**src/rtl/cache_pkg.sv**
```systemverilog
// Shared types and helpers for the N-way L1 cache controller: FSM states,
// address field extraction and tree pseudo-LRU victim/update arithmetic.
package cache_pkg;

  // Generous upper bound so the helpers serve any legal WAYS up to 64.
  localparam int MAX_LEVELS = 6;

  typedef logic [63:0] wide_t;

  typedef enum logic [2:0] {
    IDLE,
    LOOKUP,
    WRITEBACK,
    ALLOCATE,
    FILL
  } state_e;

  function automatic wide_t get_tag(input wide_t addr, input int addr_w,
                                    input int index_w, input int offset_w);
    wide_t mask;
    mask = (wide_t'(1) << (addr_w - index_w - offset_w)) - wide_t'(1);
    return (addr >> (index_w + offset_w)) & mask;
  endfunction

  function automatic wide_t get_index(input wide_t addr, input int index_w,
                                      input int offset_w);
    wide_t mask;
    mask = (wide_t'(1) << index_w) - wide_t'(1);
    return (addr >> offset_w) & mask;
  endfunction

  // Tree nodes are heap-ordered: node n has children 2n+1 (left) and 2n+2.
  function automatic int plru_victim(input wide_t bits, input int levels);
    int node;
    node = 0;
    for (int l = 0; l < MAX_LEVELS; l++) begin
      if (l < levels) node = 2 * node + 1 + int'(bits[node[5:0]]);
    end
    return node - ((1 << levels) - 1);
  endfunction

  function automatic wide_t plru_update(input wide_t bits, input int levels,
                                        input int way);
    wide_t nb;
    int    node;
    int    dir;
    nb   = bits;
    node = 0;
    for (int l = 0; l < MAX_LEVELS; l++) begin
      if (l < levels) begin
        dir             = (way >> (levels - 1 - l)) & 1;
        nb[node[5:0]]   = (dir == 0);
        node            = 2 * node + 1 + dir;
      end
    end
    return nb;
  endfunction

endpackage

```
**src/rtl/cache_ctrl_nway_plru.sv**
```systemverilog
// Per-set tree pseudo-LRU storage: exposes the victim of the addressed set
// and moves the tree away from the accessed way when update_en is high.
module cache_plru
  import cache_pkg::*;
#(
  parameter int WAYS    = 4,
  parameter int INDEX_W = 7
) (
  input  logic                     clk,
  input  logic                     rst,
  input  logic [INDEX_W-1:0]       index,
  input  logic [$clog2(WAYS)-1:0]  access_way,
  input  logic                     update_en,
  output logic [$clog2(WAYS)-1:0]  victim
);

  localparam int NUM_SETS = 2 ** INDEX_W;
  localparam int BITS     = WAYS - 1;
  localparam int WAY_W    = $clog2(WAYS);

  logic [BITS-1:0] tree [NUM_SETS];
  logic [BITS-1:0] next_bits;
  wide_t           cur_wide;

  always_comb begin
    cur_wide  = wide_t'(tree[index]);
    next_bits = BITS'(plru_update(cur_wide, WAY_W, int'(access_way)));
    victim    = WAY_W'(plru_victim(cur_wide, WAY_W));
  end

  // NOTE: state uses <= so every flop samples pre-edge values; blocking here
  // would make simulation order-dependent and diverge from the netlist.
  // NOTE: the tree bits are a flop array, not RAM, so they can and must be
  // cleared by reset to give the defined all-zero (way 0) starting victim.
  always_ff @(posedge clk) begin
    if (rst) begin
      for (int s = 0; s < NUM_SETS; s++) tree[s] <= '0;
    end else if (update_en) begin
      tree[index] <= next_bits;
    end
  end

endmodule

```
**src/rtl/cache_ctrl_nway.sv**
```systemverilog
// N-way set-associative L1 cache controller: one-cycle lookup, PLRU victim
// selection, dirty write-back and L2 line fill with a replayed lookup.
module cache_ctrl_nway
  import cache_pkg::*;
#(
  parameter  int ADDR_W   = 32,
  parameter  int WAYS     = 4,
  parameter  int INDEX_W  = 7,
  parameter  int OFFSET_W = 4,
  localparam int TAG_W    = ADDR_W - INDEX_W - OFFSET_W
) (
  input  logic                     clk,
  input  logic                     rst,
  input  logic                     ld,
  input  logic                     st,
  input  logic [ADDR_W-1:0]        addr,
  input  logic [WAYS*TAG_W-1:0]    tag_loaded,
  input  logic [WAYS-1:0]          valid,
  input  logic [WAYS-1:0]          dirty,
  input  logic                     l2_ack,
  output logic                     hit,
  output logic                     miss,
  output logic                     load_ready,
  output logic                     write_l1,
  output logic                     read_l2,
  output logic                     write_l2,
  output logic [$clog2(WAYS)-1:0]  way_sel,
  output logic                     busy
);

  localparam int WAY_W = $clog2(WAYS);

  state_e             state_q, state_d;
  logic [TAG_W-1:0]   req_tag_q;
  logic [INDEX_W-1:0] req_index_q;
  logic               req_store_q;
  logic [WAY_W-1:0]   victim_q, victim_d, plru_victim_way;
  logic [WAYS-1:0]    match;
  logic               hit_any, inv_any, victim_dirty, plru_upd;
  logic [WAY_W-1:0]   hit_way, inv_way;

  // Descending scans so the lowest-index way wins on ties.
  always_comb begin
    match   = '0;
    hit_way = '0;
    inv_way = '0;
    for (int w = 0; w < WAYS; w++)
      match[w] = valid[w] && (tag_loaded[w*TAG_W +: TAG_W] == req_tag_q);
    for (int w = WAYS - 1; w >= 0; w--) begin
      if (match[w]) hit_way = WAY_W'(w);
      if (!valid[w]) inv_way = WAY_W'(w);
    end
    hit_any      = |match;
    inv_any      = ~&valid;
    victim_d     = inv_any ? inv_way : plru_victim_way;
    victim_dirty = valid[victim_d] && dirty[victim_d];
  end

  // NOTE: every output and state_d gets a default first, so no path through
  // the case can leave a variable unassigned and infer a latch.
  always_comb begin
    state_d    = state_q;
    hit        = 1'b0;
    miss       = 1'b0;
    load_ready = 1'b0;
    write_l1   = 1'b0;
    read_l2    = 1'b0;
    write_l2   = 1'b0;
    way_sel    = '0;
    plru_upd   = 1'b0;
    case (state_q)
      IDLE: if (ld || st) state_d = LOOKUP;
      LOOKUP: begin
        if (hit_any) begin
          hit        = 1'b1;
          way_sel    = hit_way;
          load_ready = !req_store_q;
          write_l1   = req_store_q;
          plru_upd   = 1'b1;
          state_d    = IDLE;
        end else begin
          miss    = 1'b1;
          state_d = victim_dirty ? WRITEBACK : ALLOCATE;
        end
      end
      WRITEBACK: begin
        write_l2 = 1'b1;
        way_sel  = victim_q;
        if (l2_ack) state_d = ALLOCATE;
      end
      ALLOCATE: begin
        read_l2 = 1'b1;
        way_sel = victim_q;
        if (l2_ack) state_d = FILL;
      end
      FILL: begin
        write_l1 = 1'b1;
        way_sel  = victim_q;
        state_d  = LOOKUP;
      end
      default: state_d = IDLE;
    endcase
  end

  assign busy = (state_q != IDLE);

  always_ff @(posedge clk) begin
    if (rst) begin
      state_q     <= IDLE;
      req_tag_q   <= '0;
      req_index_q <= '0;
      req_store_q <= 1'b0;
      victim_q    <= '0;
    end else begin
      state_q <= state_d;
      if (state_q == IDLE && (ld || st)) begin
        req_tag_q   <= TAG_W'(get_tag(wide_t'(addr), ADDR_W, INDEX_W, OFFSET_W));
        req_index_q <= INDEX_W'(get_index(wide_t'(addr), INDEX_W, OFFSET_W));
        req_store_q <= st && !ld;
      end
      if (state_q == LOOKUP && !hit_any) victim_q <= victim_d;
    end
  end

  cache_plru #(
    .WAYS    (WAYS),
    .INDEX_W (INDEX_W)
  ) u_plru (
    .clk        (clk),
    .rst        (rst),
    .index      (req_index_q),
    .access_way (hit_way),
    .update_en  (plru_upd),
    .victim     (plru_victim_way)
  );

  // Duplicate tags in a set mean the arrays were written inconsistently.
  a_single_match: assert property (@(posedge clk) disable iff (rst)
    (state_q == LOOKUP) |-> $onehot0(match));

endmodule

```
**config.mk**
```make
export PLATFORM = sky130hd
export DESIGN_NAME = cache_ctrl_nway
export DESIGN_NICKNAME = d
export VERILOG_FILES = /design/src/rtl/cache_pkg.sv /design/src/rtl/cache_ctrl_nway_plru.sv /design/src/rtl/cache_ctrl_nway.sv
export SDC_FILE = /design/constraint.sdc
export NUM_CORES = 1
export LEC_CHECK = 0
export CAP_MARGIN = 30
export CORE_MARGIN = 2
export CORE_UTILIZATION = 55
export CTS_CLUSTER_DIAMETER = 50
export DETAILED_ROUTE_END_ITERATION = 7
export GPL_TIMING_DRIVEN = 0
export PLACE_DENSITY_LB_ADDON = 0.12
export SYNTH_ARGS = -nofsm -noshare
export SYNTH_HDL_FRONTEND = slang
export SYNTH_SLANG_ARGS = --single-unit
```
**constraint.sdc**
```tcl
create_clock -name clk -period 3.9 [get_ports clk]
set_clock_uncertainty 0.05 [all_clocks]
set_input_delay 0.39 -clock clk [delete_from_list [all_inputs] [get_ports clk]]
set_output_delay 0.39 -clock clk [all_outputs]
set_load 0.05 [all_outputs]
```
==> results of run 1 <==
layer usage:
layer / GRT usage / up-vias / share of wire
met1: 0.539 / 8278 / 0.34
met5: 0 / - / 0.00036
met4: 0.256 / 4 / 0.068
met3: 0.175 / 372 / 0.16
li1: - / 6759 / -
met2: 0.614 / 1548 / 0.42
stage by stage:
stage               hold WS [ns]  cells  cell area, µm²
floorplan                  0.395   1708           21100
global placement           0.414   2352           23100
detailed placement         0.416   2353           23100
CTS                        0.295   2425           24900
global route               0.294   2427           24900
finish                     0.285   2430           25000
area by class of cell:
class                           count  area (µm²)
Multi-Input combinational cell   1071        7890
Tap cell                          511         639
Buffer                            183         970
Antenna cell                        5        12.5
Fill cell                        2886       12800
Clock buffer                       57        1340
Inverter                            7        26.3
Sequential cell                   425       12400
Timing Repair Buffer              138        1370
Clock inverter                     33         352
kinds of logic after synthesis:
| family | share of synthesized area |
|---|---|
| and+or+nand+nor | 0.142 |
| xor gates and xnor gates | 0.0353 |
| AOI/OAI and AO/OA | 0.0828 |
| muxes | 0.106 |
| DFF | 0.585 |
| buffers and inverters | 0.0484 |
worst min-delay path by stage:
stage,to,cells past startpoint
final,req_tag_q[20],3
after global routing,req_tag_q[2],3
after CTS,req_tag_q[5],3
after detailed placement,victim_q[1],2
after global placement,victim_q[1],2
after floorplan,victim_q[1],2
flip-flops by register name (all words and copies together) (netlist names), named ones only:
name	flops
victim_q	2
req_store_q	1
req_index_q	7
req_tag_q	21
u_plru.tree	384
state_q	3
worst min-delay path, cell delays in order:
cell	delay, ns
clkdlybuf4s50_1	0.40
nand2_1	0.06
a21oi_1	0.05
repair_timing:
action                                  CTS  global route
buffers inserted                          1             2
resized for setup                        66            21
endpoints found under the setup margin  405           440
pin swaps                                 1             3
layout by cell type (no fill, tap or decap), types with 13 or more instances in the layout:
cell / count
dfxtp_1: 37
nand2b_1: 15
xor2_1: 16
o22ai_1: 24
nand4_1: 24
edfxtp_1: 384
nand3_1: 19
buf_4: 16
clkbuf_2: 13
clkbuf_1: 75
o21bai_2: 29
mux4_2: 84
clkbuf_16: 53
o21bai_1: 99
nor2_1: 150
mux2i_1: 20
xnor2_1: 69
buf_2: 62
clkdlybuf4s50_1: 127
nor3_1: 263
a21oi_1: 38
nand2_1: 92
power by group:
group | internal, mW | switching (mW)
combinational | 1.28 | 2.39
clock | 2.88 | 2.00
sequential | 5.18 | 0.244
==> impl_results.md, run 1 <==
* Num CTS Buffers at slightly below 50
* Buf/Inv on CP at 5
* CTS tree: done
* Synth Flop Type: edfxtp_1
* I/O Pins at between 100 and 150
* Final HPWL DP at around 57 mm
* Critical Path End Type: flop
* Die area at ~0.040 mm²
* Vias at roughly 17000
* Row cnt at around 70
* Slack of the worst reg-to-reg path at -0.04 ns
* Slew HR at 0.229
* Cell family with most CP delay: buffers and inverters
* Insertion delay to the later sink of the worst-skew pair at approximately 0.62 ns
* Final wirelength at about 83 mm
* Crit path max fanout at 10
* Most common cell in the netlist: edfxtp_1
* FF-to-FF End: u_plru.tree[63][2]
* Hold wc startpoint: addr[31]
* Share of post-route cells with drive strength above 1 at 0.179
* Number of buffers on the longest clock path at 3
* Fraction of registers with async set/reset at 0
* Routed Antenna Nets at 0
* Post-CTS Hold Buffers at 0
* CP required at between 4 and 5 ns
* Horiz. Die Dim at ~200 µm
* CP Data Arrival Time at ~4.2 ns
* Worst Slack Setup Final at -0.0415 ns
* # nets final at about 2000
* Initial antenna violation count at 9
* Cells after synthesis at about 1700
* Sequential-to-total area share from yosys stat at 0.585
* Power Density at 560 mW/mm²
* Total gr overflow at 0
* Critical Path Source Type: flop
* Power, Total at approximately 14 mW
* Largest stage delay, worst path at roughly 0.39 ns
* Status: complete, but fails checks
* Routed len/inst at about 34 µm
* Total track usage at 0.426
* Worst setup path endpoint: u_plru.tree[63][2]
* Number of distinct library cells after synthesis at between 60 and 70
* # setup viols final at 45
* First-pass GRT wire length at between 100 and 150 mm
* Final Core Density at 0.661
* Port bufs at 133
* Worst min-delay path class: in2reg
* Failing checks: negative setup slack
* Final period util at 1.01
* Top post-synthesis cells by area: edfxtp_1, mux4_2, nor3_1
* Worst path cell trace: clkbuf_2, buf_2, clkbuf_2, nand3b_1, o22ai_2, a211oi_1, nand2_1, nand4_1, o21ai_1, o21a_1, buf_4, buf_2, nor3_1
* Maximum vdd drop at ~0.00045 V
* Die Span Y at 200 µm
* CTS H-Tree Depth at 2
* Levels on crit path at 13
* Synth top cells by count: edfxtp_1, nor3_1, nor2_1
* Total of max-cap violations at 0
* Initial Utilization at 0.559
* Final Hold Fails at 0
* Synth area leader: edfxtp_1
* Root Buffer: clkbuf_16
* Max Slew Vio Count at 0
* Setup WS pre-CTS at -0.958 ns
* Slew @ Worst Pin at between 1 and 1.5 ns
* Crit Path Category: reg2reg
* EDFF count, synth at between 300 and 400
* Worst Reg-to-Reg Cells at 13
* Critical path's slowest cell: nand3b_1
* Synthesized area at 0.0211 mm²
* Post-Syn Nets at around 1800
* TNS Setup at -0.647 ns
* Clk sinks at roughly 430
* Largest net degree at the start of global routing at 20
* RePlAce Congestion at about 1.0
* First-pass DRT Iterations at 7
* Core footprint at 0.0378 mm²
* Synth top area share at 0.546
* Leak Pwr at between 8 and 9 nW
* Area growth syn-to-layout at 18.2%
* Clk slew on worst S/H paths at 0.06 ns
* Register bit total from synthesis at ~430
* Vias in the first global route at around 16000
* DRC viols at 0
* Syn_area_per_cell at ~12 µm²
* Via/cell ratio at 6.98
* Final min period at roughly 3.9 ns
* YS warnings at 0
* DRT iter0 DRCs at just over 3000
* Achievable Freq at roughly 0.25 GHz
No activity file was read; power rests on OpenSTA's default activity.
==> run 2, diff against run 1 <==
- CORE_MARGIN: 2 -> 5
- SYNTH_HIERARCHICAL: not set -> 1
==> impl_results.md, run 2 <==
* Status: complete, but fails checks (unchanged)
* Failing checks: negative setup slack (unchanged)
* CP required at 4.34 ns (was 4.19 ns)
* Slew HR at 0.221 (was 0.229)
* Synth area leader: edfxtp_1 (unchanged)
* Final HPWL DP at 50.2 mm (was 57.5 mm)
* Fraction of registers with async set/reset at 0 (unchanged)
* Worst min-delay path class: in2reg (unchanged)
* # setup viols final at 1 (was 45)
* M1 GR Usage at 0.457 (was 0.539)
* Total track usage at 0.343 (was 0.426)
* CTS H-Tree Depth at 2 (unchanged)
* Clk sinks at 418 (was 425)
* Final wirelength at 72.2 mm (was 83.4 mm)
* Critical Path End Type: flop (unchanged)
* Final period util at 1.01 (about the same)
* Cells after synthesis at 1752 (was 1708)
* Synth top cells by count: edfxtp_1, nor2_1, nand2_1 (was edfxtp_1, nor3_1, nor2_1)
* DRC viols at 0 (unchanged)
* I/O Pins at 138 (unchanged)
* Sequential-to-total area share from yosys stat at 0.580 (was 0.585)
* Insertion delay to the later sink of the worst-skew pair at 0.60 ns (was 0.62 ns)
* Slew @ Worst Pin at 1.17 ns (was 1.16 ns)
* GR Layer Usage met2 at 0.528 (was 0.614)
* GR peak layer: met2 (unchanged)
* Setup WS pre-CTS at -1.01 ns (was -0.958 ns)
* Core footprint at 0.0378 mm² (unchanged)
* Register bit total from synthesis at 418 (was 425)
* Synth top area share at 0.548 (was 0.546)
* Final Hold Fails at 0 (unchanged)
* Post-CTS Hold Buffers at 0 (unchanged)
* Cell family with most CP delay: simple AND/OR/NAND/NOR gates (was buffers and inverters)
* Num CTS Buffers at 47 (was 49)
* Final Core Density at 0.670 (was 0.661)
* Vias in the first global route at 15700 (was 16300)
* Row cnt at 71 (unchanged)
* Most common cell on crit path: nand2_1
* Max Slew Vio Count at 0 (unchanged)
* First-pass GRT wire length at 104 mm (was 116 mm)
* Synth Flop Type: edfxtp_1 (unchanged)
* CTS tree: done (unchanged)
* Root Buffer: clkbuf_16 (unchanged)
* Port bufs at 133 (unchanged)
* Worst Slack Setup Final at -0.0282 ns (was -0.0415 ns)
* Routed Antenna Nets at 0 (unchanged)
* Design Area, Final at 0.0253 mm² (was 0.0250 mm²)
* Commonest non-fill, non-tap cell in the layout: edfxtp_1 (unchanged)
* Max FFs per register at 384 (unchanged)
* Total gr overflow at 0 (unchanged)
* Hold Path Depth at 3 (unchanged)
* Initial Utilization at 0.558 (was 0.559)
* Number of distinct library cells after synthesis at 58 (was 67)
* Met3 Use GR at 0.0849 (was 0.175)
* Top post-synthesis cells by area: edfxtp_1, mux4_2, nor2_1 (was edfxtp_1, mux4_2, nor3_1)
* Initial antenna violation count at 2 (was 9)
* Critical path's slowest cell: clkbuf_1 (was nand3b_1)
* Worst path cell trace: clkbuf_1, nand2_1, nor2_2, a221oi_4, o211ai_1, or3_4, mux2i_4, o21ai_1, nand2_1, nand2_2, mux2i_1, o22ai_1, a221oi_2 (was clkbuf_2, buf_2, clkbuf_2, nand3b_1, o22ai_2, a211oi_1, nand2_1, nand4_1, o21ai_1, o21a_1, buf_4, buf_2, nor3_1)
* RSZ-0062 raised after global routing: yes
* Buf/Inv on CP at 1 (was 5)
* Maximum vdd drop at 0.000417 V (was 0.000451 V)
* Largest regs: u_plru/tree: 384 flops, req_tag_q: 21 flops, req_index_q: 7 flops (was u_plru.tree: 384 flops, req_tag_q: 21 flops, req_index_q: 7 flops)
* Crit Path Category: reg2reg (unchanged)
* Area growth syn-to-layout at 20.2% (was 18.2%)
* Horiz. Die Dim at 206 µm (was 200 µm)
* First-pass DRT Iterations at 8 (was 7)
* EDFF count, synth at 384 (unchanged)
* Leak Pwr at 9.22 nW (was 8.02 nW)
* DRT iter0 DRCs at 2520 (was 3019)
* # nets final at 2101 (was 2004)
* Placed inst area at 0.0231 mm² (about the same)
* Worst Reg-to-Reg Cells at 13 (unchanged)
* CP Data Arrival Time at 4.36 ns (was 4.23 ns)
* Post-Syn Nets at 1881 (was 1837)
* Final min period at 3.93 ns (was 3.94 ns)
* Die Span Y at 206 µm (was 200 µm)
* Largest stage delay, worst path at 0.60 ns (was 0.39 ns)
* Achievable Freq at 0.255 GHz (was 0.254 GHz)
* Largest net degree at the start of global routing at 17 (was 20)
* Via/cell ratio at 6.40 (was 6.98)
* RePlAce Congestion at 0.958 (was 1.01)
* TNS Setup at -0.0282 ns (was -0.647 ns)
* Clk slew on worst S/H paths at 0.06 ns (about the same)
* Most common cell in the netlist: edfxtp_1 (unchanged)
* Share of post-route cells with drive strength above 1 at 0.166 (was 0.179)
* Vias at 16100 (was 17000)
* Power Density at 479 mW/mm² (was 560 mW/mm²)
* Die area at 0.0423 mm² (was 0.0400 mm²)
* Total of max-cap violations at 0 (unchanged)
* Synthesized area at 0.0211 mm² (about the same)
* Syn_area_per_cell at 12.0 µm² (was 12.4 µm²)
* Commonest cells after routing, fill and taps aside: edfxtp_1, nor2_1, nand2_1, nor3_1, nand2b_1 (was edfxtp_1, nor3_1, nor2_1, clkdlybuf4s50_1, o21bai_1)
* Largest register by flop count: u_plru/tree (was u_plru.tree)
* Crit path max fanout at 10 (unchanged)
* YS warnings at 6 (was 0)
* Levels on crit path at 13 (unchanged)
* Routed len/inst at 28.7 µm (was 34.3 µm)
* Critical Path Source Type: flop (unchanged)
* Number of buffers on the longest clock path at 3 (unchanged)
==> run 2: cell count changes after synthesis, moves of 18 or more <==
cell	previous run	this run
buf_2	71	28
o22ai_1	25	3
o21bai_1	128	1
nor3_1	263	167
buf_6	8	36
clkbuf_1	97	60
nand2b_1	15	138
mux2i_1	20	63
nor2_1	150	251
nand2_1	93	195
mux4_2	84	62
a22oi_1	4	22
==> run 2: worst paths after layout <==
| kind | start | end | slack (ns) |
|---|---|---|---|
| worst max register to register | req_index_q[3] | state_q[0] | -0.03 |
| worst max-delay path | req_index_q[3] | state_q[0] | -0.03 |
| worst min-delay path | addr[6] | req_index_q[2] | 0.30 |
| worst min register to register | req_index_q[2] | req_index_q[2] | 0.43 |
==> run 2: where the power goes <==
| part | switching [mW] | total (mW) | internal [mW] |
|---|---|---|---|
| logic | 1.55 | 2.60 | 1.05 |
| clock network | 1.81 | 4.38 | 2.57 |
| registers | 0.0871 | 5.15 | 5.06 |
| total | 3.45 | 12.1 | 8.67 |
==> run 2: timing repair <==
action / in CTS / in global routing
endpoints found under the setup margin: 544 / 271
pin swaps: 3 / 9
resized for setup: 89 / 27
buffers inserted: 23 / 10
==> run 2: through the flow <==
step	std cells	hold slack, ns	total power, mW
final	2521	0.304	12.1
after global routing	2520	0.331	12.4
after CTS	2512	0.288	12.0
after detailed placement	2407	0.402	7.53
after global placement	2396	0.397	7.49
after floorplan	1752	0.383	6.62
==> run 2: area by class of cell <==
cell class | instances | area [µm²]
flip-flops and latches | 418 | 12200
diodes | 1 | 2.50
multi-input cells | 1171 | 7970
well taps | 511 | 639
fillers | 2822 | 12500
plain buffers | 148 | 1200
clock buffers | 57 | 1260
repair buffers | 177 | 1720
inverters | 9 | 33.8
clock inverters | 29 | 264
==> run 2: routing by layer <==
layer / wire length, µm / vias to the layer above
li1: - / 6822
met1: 26100 / 7822
met2: 32700 / 1221
met3: 9320 / 265
met4: 4170 / 2
met5: 13 / -
==> run 2: worst register-to-register path, cell delays in order, from the launching register on <==
cell and delay [ns]:
dfxtp_1 0.56, clkbuf_1 0.60, nand2_1 0.53, nor2_2 0.54
a221oi_4 0.14, o211ai_1 0.21, or3_4 0.23, mux2i_4 0.26
o21ai_1 0.09, nand2_1 0.10, nand2_2 0.07, mux2i_1 0.15
o22ai_1 0.10, a221oi_2 0.21
==> run 2: logic make-up (layout without fill, tap and decap cells) <==
group,count (synthesis),in the layout,synth area share
simple gates,825,825,0.185
compound gates,112,112,0.0360
mux,149,149,0.116
buf+inv,163,420,0.0482
xor+xnor,85,85,0.0354
other cells,0,1,0
flops,418,418,0.580
